File: src/rtl/instr_load_pkg.sv
// Shared framing constants and transmitter FSM states for the instruction-memory byte-load link.
package instr_load_pkg;

  localparam logic [7:0] START_MARK = 8'hFE;
  localparam logic [7:0] END_MARK   = 8'hFF;
  localparam logic [7:0] PAD_BYTE   = 8'h00;

  typedef enum logic [2:0] {
    ST_IDLE  = 3'd0,
    ST_FETCH = 3'd1,
    ST_START = 3'd2,
    ST_BYTES = 3'd3,
    ST_END   = 3'd4
  } tx_state_t;

endpackage

File: src/rtl/instr_stream_tx.sv
// Streams N source-RAM words as FE, payload bytes MSB-first, FF: one byte per clock, no bubbles.
// Outputs are decoded from registered state only; start_i is ignored while a stream is in flight.
module instr_stream_tx
  import instr_load_pkg::*;
#(
  parameter int ADDR_W = 6,
  parameter int DEPTH  = 64
) (
  input  logic              clk,
  input  logic              reset,
  input  logic              start_i,
  input  logic [ADDR_W:0]   num_words_i,
  output logic              rd_en_o,
  output logic [ADDR_W-1:0] rd_addr_o,
  input  logic [31:0]       rd_data_i,
  output logic [7:0]        byte_o,
  output logic              byte_valid_o,
  output logic              busy_o,
  output logic              done_o,
  output logic              clip_o
);

  localparam logic [ADDR_W:0] DEPTH_W = (ADDR_W+1)'(DEPTH);

  tx_state_t         state;
  logic [ADDR_W:0]   n_words;
  logic [ADDR_W-1:0] w_idx;
  logic [1:0]        b_idx;
  logic [31:0]       shift;
  logic              done_q;
  logic              clip_q;
  logic              last_word;
  logic [7:0]        top_byte;

  assign top_byte  = shift[31:24];
  assign last_word = (({1'b0, w_idx}) + (ADDR_W+1)'(1)) == n_words;
  assign done_o    = done_q;
  assign clip_o    = clip_q;

  always_ff @(posedge clk or posedge reset) begin
    if (reset) begin
      state   <= ST_IDLE;
      n_words <= '0;
      w_idx   <= '0;
      b_idx   <= '0;
      shift   <= '0;
      done_q  <= 1'b0;
      clip_q  <= 1'b0;
    end else begin
      done_q <= 1'b0;
      case (state)
        ST_IDLE: begin
          if (start_i) begin
            n_words <= (num_words_i > DEPTH_W) ? DEPTH_W : num_words_i;
            clip_q  <= 1'b0;
            state   <= ST_FETCH;
          end
        end
        ST_FETCH: state <= ST_START;
        ST_START: begin
          shift <= rd_data_i;
          w_idx <= '0;
          b_idx <= '0;
          state <= (n_words == '0) ? ST_END : ST_BYTES;
        end
        ST_BYTES: begin
          if (top_byte == END_MARK) clip_q <= 1'b1;
          b_idx <= b_idx + 2'd1;
          shift <= {shift[23:0], 8'h00};
          // The next word was fetched at b=2, so its data is on rd_data_i now.
          if (b_idx == 2'd3) begin
            if (last_word) begin
              state <= ST_END;
            end else begin
              w_idx <= w_idx + ADDR_W'(1);
              shift <= rd_data_i;
            end
          end
        end
        ST_END: begin
          done_q <= 1'b1;
          state  <= ST_IDLE;
        end
        default: state <= ST_IDLE;
      endcase
    end
  end

  always_comb begin
    byte_o       = PAD_BYTE;
    byte_valid_o = 1'b0;
    busy_o       = 1'b0;
    rd_en_o      = 1'b0;
    rd_addr_o    = '0;
    case (state)
      ST_FETCH: begin
        busy_o  = 1'b1;
        rd_en_o = 1'b1;
      end
      ST_START: begin
        busy_o       = 1'b1;
        byte_valid_o = 1'b1;
        byte_o       = START_MARK;
      end
      ST_BYTES: begin
        busy_o       = 1'b1;
        byte_valid_o = 1'b1;
        byte_o       = (top_byte == END_MARK) ? PAD_BYTE : top_byte;
        if (b_idx == 2'd2 && !last_word) begin
          rd_en_o   = 1'b1;
          rd_addr_o = w_idx + ADDR_W'(1);
        end
      end
      ST_END: begin
        busy_o       = 1'b1;
        byte_valid_o = 1'b1;
        byte_o       = END_MARK;
      end
      default: ;
    endcase
  end

endmodule

File: config.mk
export PLATFORM = sky130hd
export DESIGN_NAME = instr_stream_tx
export DESIGN_NICKNAME = d
export VERILOG_FILES = /design/src/rtl/instr_load_pkg.sv /design/src/rtl/instr_stream_tx.sv
export SDC_FILE = /design/constraint.sdc
export NUM_CORES = 1
export LEC_CHECK = 0
export BUFFER_PORTS_ARGS = -buffer_cell sky130_fd_sc_hd__buf_4
export CAP_MARGIN = 5
export CORE_UTILIZATION = 40
export CTS_BUF_LIST = sky130_fd_sc_hd__clkbuf_8
export DETAILED_ROUTE_END_ITERATION = 10
export GPL_TIMING_DRIVEN = 1
export RECOVER_POWER = 25
export SLEW_MARGIN = 40
export SYNTH_ARGS = -nofsm -noshare
export SYNTH_HDL_FRONTEND = slang
export SYNTH_SLANG_ARGS = --single-unit
File: constraint.sdc
create_clock -name clk -period 2.5 [get_ports clk]
set_clock_uncertainty 0.15 [all_clocks]
set_input_delay 0.5 -clock clk [delete_from_list [all_inputs] [get_ports clk]]
set_output_delay 0.5 -clock clk [all_outputs]
set_load 0.02 [all_outputs]
## Word-level counts from Yosys, hierarchy flattened

Cells that the tools add are included.

| storage, ports and cells | value |
|---|---|
| bits in registers | 52 |
| input port bits | 42 |
| output and inout port bits | 19 |
| word-level logic and storage cells | 61 |

| operators by class | value |
|---|---|
| add/subtract/negate cells | 3 |
| order comparisons | 1 |
| equal/unequal tests | 13 |
| multiplexer cells | 25 |
| reductions and logical operators | 12 |

Operator list:

| kind | number |
|---|---|
| 32-bit 2-to-1 mux | 2 |
| 32-bit one-hot mux with 2 select lines | 1 |
| 6-bit 2-to-1 mux | 4 |
| 8-bit one-hot mux with 3 select lines | 1 |
| 3-bit 2-to-1 mux | 4 |
| 3-bit one-hot mux with 4 select lines | 1 |
| 6-bit one-hot mux with 2 select lines | 1 |
| 2-bit inequality test, second input constant | 5 |
| 3-bit AND reduction | 3 |
| 8-bit == test, second input constant | 1 |
| 8-bit 2-to-1 mux | 1 |
| 6-bit by 1-bit adder with 7-bit output, second input constant | 1 |
| 7-bit == test | 1 |
| 7-bit > comparator, second input constant | 1 |
| 7-bit zero test | 1 |
| 7-bit 2-to-1 mux | 1 |
| 6-bit by 1-bit adder with 6-bit output, second input constant | 1 |
| 3-bit by 2-bit == test with 1-bit output, second input constant | 2 |
| 1-bit 2-to-1 mux | 6 |
| 2-bit == test, second input constant | 2 |
| 1-bit one-hot mux with 2 select lines | 2 |
| 2-bit one-hot mux with 2 select lines | 1 |
| 2-bit nonzero test | 2 |
| 4-bit OR reduction | 1 |
| other kinds (8) | 8 |

## Depth between registers and ports, before layout

| logic depth | value |
|---|---|
| word-level depth | 6 |
| depth in mapped cells | 8 |
| gate-level depth less buffers | 6 |

## Worst setup path before layout

OpenSTA, ideal clock, no wires.

| timing | value |
|---|---|
| path kind | reg-to-output |
| start | register w_idx[0] |
| end | output port rd_addr_o[0] |
| arrival | 2.014 ns |
| required time | 1.850 ns |
| setup slack | -0.164 ns |
| stages on the path, launching flop included | 7 |
| buffers on the path | 0 |
| cell sequence | dfrtp_1 -> ha_1 -> xor2_1 -> a2111oi_4 -> nand4_2 -> o2111ai_1 -> nor2_1 |

| between the ends | value |
|---|---|
| word-level cells in the longest chain between the ends | 6 |
| elaborated cells between the ends (all ways) | 7 |
| classes of those cells | add/sub: 2; eq/ne: 1; mux: 2; reduce/logical: 2 |

RTL lines:

| what | RTL line | text |
|---|---|---|
| start, declared | instr_stream_tx.sv:27 | `logic [ADDR_W-1:0] w_idx;` |
| start signal, assigned | instr_stream_tx.sv:75 | `w_idx <= w_idx + ADDR_W'(1);` |
| 6-bit by 1-bit adder with 7-bit output | instr_stream_tx.sv:36 | `assign last_word = (({1'b0, w_idx}) + (ADDR_W+1)'(1)) == n_words;` |
| 7-bit == test | instr_stream_tx.sv:36 |  |
| 1-bit zero test | instr_stream_tx.sv:109 | `if (b_idx == 2'd2 && !last_word) begin` |
| 1-bit logical AND | instr_stream_tx.sv:109 |  |
| 6-bit 2-to-1 mux * | instr_stream_tx.sv:109 |  |
| 6-bit 2-to-1 mux * | instr_stream_tx.sv:95 | `case (state)` |
| end, declared | instr_stream_tx.sv:14 | `output logic [ADDR_W-1:0] rd_addr_o,` |

Mark *: on every way between the ends. The rest lies on a longest branch, timed or not.

## Worst setup path in the final report

| timing | value |
|---|---|
| start | register w_idx[2] |
| end | output port rd_en_o |

| between the ends | value |
|---|---|
| word-level cells in the longest chain between the ends | 6 |

RTL lines:

| what | RTL line | text |
|---|---|---|
| 6-bit by 1-bit adder with 7-bit output | instr_stream_tx.sv:36 |  |
| 7-bit == test | instr_stream_tx.sv:36 |  |
| 1-bit zero test | instr_stream_tx.sv:109 |  |
| 1-bit logical AND | instr_stream_tx.sv:109 |  |
| 1-bit 2-to-1 mux | instr_stream_tx.sv:109 |  |
| 1-bit one-hot mux with 2 select lines | instr_stream_tx.sv:95 |  |
| end, declared | instr_stream_tx.sv:13 | `output logic rd_en_o,` |

Every way passes these cells.

==> impl_metrics.toml <==
[run_status]
status = "complete, but fails checks"
violations = "negative setup slack"

[logic_synthesis]
ys_seq_area_share_pct = 41.52
synth_enable_flop_cells = 0
yosysWarnings = 0
synth_top_cell_by_area = "dfrtp_1"
yosysTopAreaCellShare_pct = 41.52
synth_area_leaders = "dfrtp_1 42%, nand2_1 10%, o2111ai_1 8.4%, o211ai_2 8.0%, clkbuf_1 2.8%"
synth_cell_types = 41
syn-cell-area_mm2 = 0.003134
yosysMostFrequentCell = "nand2_1"
synthArstFlopShare_pct = 100.0
ys_ff_latch = 52
synthCells = 348
synthFlopType = "dfrtp_1"
synth_fp_nets = 393
syn_avg_cell_area_um2 = 9.006
synth_common_cells = "87 x nand2_1, 52 x dfrtp_1, 30 x o2111ai_1"

[placement]
post-place-ws_ps = -64.91
place.gp.congestion = 0.8506
placedCellCount = 498
port_buffers = 60
dp_hpwl_um = 5531

[timing]
rsz0062_at_grt = "true"
maxSlewHeadroom_pct = 59.79
fin_crit_ps = 2909
hold_violations = 0
fin_ws_ps = -409.3
worst_slew_pin_slew_ps = 601.3
slew_violations = 0
setup_tns_ps = -6492
finalCritPeriodShare_pct = 116.4
max_clock_freq_ghz = 0.3437
setup_violations = 39

[critical_path]
cp_data_arrival_time_ps = 2260
path_depth = 7
ff2ff_path_depth = 9
worstSetupEndpoint = "rd_en_o"
start_kind = "flop"
cp_top_family = "compound AO/OA/AOI/OAI gates"
crit_start = "w_idx[2]$_DFFE_PP0P_"
required_ps = 1850
path_common_cell = "buf_4"
cp_slowest_cell = "xor3_1"
rr_endpoint = "shift[28]$_DFFE_PP0P_"
critical_path.max_stage_delay_ps = 460
rrSetupSlack_ps = -180
cp-end-kind = "output port"
reg2reg_from = "w_idx[2]$_DFFE_PP0P_"
critical_path_class = "reg2out"
cp_max_fo = 3
path_cells = "xor3_1, a2111oi_4, nand4_2, buf_4, o21ai_2, a21oi_2, buf_4"
cp_num_buf_inv = 2

[power]
power_density_mw_per_mm2 = 1183
ir_drop_mv = 0.4834
intPower_mw = 2.571
power.share.clock_pct = 12.0
switchingPower_mw = 2.175
p_leak_nw = 1.781
p_seq_share_pct = 30.6
sw_frac_of_total_pct = 45.83
comb_power_share_pct = 57.4

[min_path]
hold_class = "in2reg"

[die]
rows = 31
initial_core_util_pct = 42.31
die_h_um = 90.52
core_area_mm2 = 0.007408
die-area_mm2 = 0.008194
boundaryPins = 61
die_x_um = 90.52

[run]
drv_cap = 0

[finish]
fillCellCount = 694
multi_input_area_mm2 = 0.001733
num_antenna_cells = 0
syn2layout_area_growth_pct = 28.02
layout-drive-gt1-share_pct = 32.20
final_nets = 457
ff_latch_area_mm2 = 0.001304
final_cells = 512

[routing]
wl_per_cell_um = 15.31
routed_wl_um = 7840
dr_total_vias = 2745
viasPerCell = 5.361
first_iter_violations = 262
first_pass_iters = 4
ant_nets = 0
drc = 0

[cts]
cts_made_buffers = 5
cts_sinks = 52
tritoncts = "built"
htree_levels = 2
clkTransAtPathRegs_ps = 90
clockBufferDepth = 2
clock_latency_ps = 310
root_buffer = "clkbuf_8"

[grt]
grt_start_max_net_pins = 58
grt_use_total_pct = 19.62
grt_pass1_wl_um = 13170
grt_pass1_vias = 2666
grt_remaining_overflow = 0
antenna_found_initial = 0
## metal layers
layer  part of all wire [%]  track usage, %  vias up  wire [um]
met3                    4.8           3.788        4        380
met2                     45           29.86       62       3536
met5                      0               0        -          0
li1                       -               -     1379          -
met1                     49           28.72     1300       3859
met4                   0.80           4.301        0         63
## timing repair
action	4_1_cts	5_1_grt
endpoints found under the hold margin	3	0
pin swaps	5	5
setup endpoints to repair	31	50
setup buffers	3	3
gates cloned	0	0
resized for setup	0	16
hold buffers	1	0
## worst min path at each step
stage	start	to	cells past startpoint
finish	rd_data_i[2]	shift[2]$_DFFE_PP0P_	3
global route	rd_data_i[1]	shift[1]$_DFFE_PP0P_	3
CTS	rd_data_i[2]	shift[2]$_DFFE_PP0P_	3
detailed placement	reset	n_words[6]$_DFFE_PP0P_	2
global placement	reset	n_words[6]$_DFFE_PP0P_	2
floorplan	shift[0]$_DFFE_PP0P_	shift[0]$_DFFE_PP0P_	2
## layout by cell type (no fill, tap or decap), types with 2 or more instances in the layout
cell	n
nand2_1	87
buf_4	83
dfrtp_1	50
o2111ai_1	26
o211ai_2	20
o21ai_0	15
inv_1	12
a21oi_1	12
nor2_1	10
xnor2_1	9
nand2b_1	9
o211ai_1	7
a211oi_1	7
clkbuf_8	5
nand3_1	4
xor2_1	3
nand4_1	3
and4_1	3
o2111ai_2	3
nor2b_1	2
and3_1	2
nand3b_1	2
and2_1	2
nor3_1	2
ha_1	2
buf_6	2
buf_12	2
dfrtp_2	2
## power by group through the flow
| stage | logic (mW) | clock network [mW] | registers [mW] |
|---|---|---|---|
| after detailed placement | 2.61 | 0 | 1.47 |
| after global routing | 2.99 | 0.622 | 1.51 |
| after floorplan | 1.87 | 0 | 1.35 |
| after CTS | 2.62 | 0.588 | 1.45 |
| after global placement | 2.58 | 0 | 1.46 |
| final | 2.72 | 0.570 | 1.45 |
## final cells by class
class                      count  share of cell area, %
clock buffer                   5                  1.715
sequential                    52                  32.49
tap                           99                  3.087
inverter                      11                  1.029
timing repair buffer          89                  17.52
clock inverter                 3                 0.9666
multi-input combinational    253                  43.19
## worst reg2reg max path, cell delays in order, from the launching register on
cell	delay (ps)
dfrtp_1	380
xor3_1	460
a2111oi_4	370
nand4_2	210
buf_4	190
buf_6	110
buf_12	150
o21a_4	260
buf_12	150
o211ai_1	170
## registers in the layout (all words and copies together) (netlist names)
| signal | cells |
|---|---|
| clip_o | 1 |
| n_words | 7 |
| shift | 32 |
| done_o | 1 |
| w_idx | 6 |
| state | 3 |
| b_idx | 2 |
## stage by stage
stage	hold WS (ps)	total power [mW]	area, um2	util [%]
final	284.1	4.746	4013	54.16
after global routing	286.8	5.124	4013	54.16
after detailed placement	228.1	4.079	3786	51.11
after CTS	271.8	4.662	3919	52.90
after global placement	229.8	4.039	3786	51.11
after floorplan	299.7	3.218	3176	-
## cells by family after synthesis
logic type,after synthesis,share of synthesized area (%)
DFF,52,41.52
xor gates and xnor gates,13,4.112
and+or+nand+nor,132,18.76
AOI/OAI and AO/OA,103,27.63
adders and majority gates,3,1.198
buffers and inverters,43,6.108
muxes,2,0.6786
No activity file was read; power rests on OpenSTA's default activity.
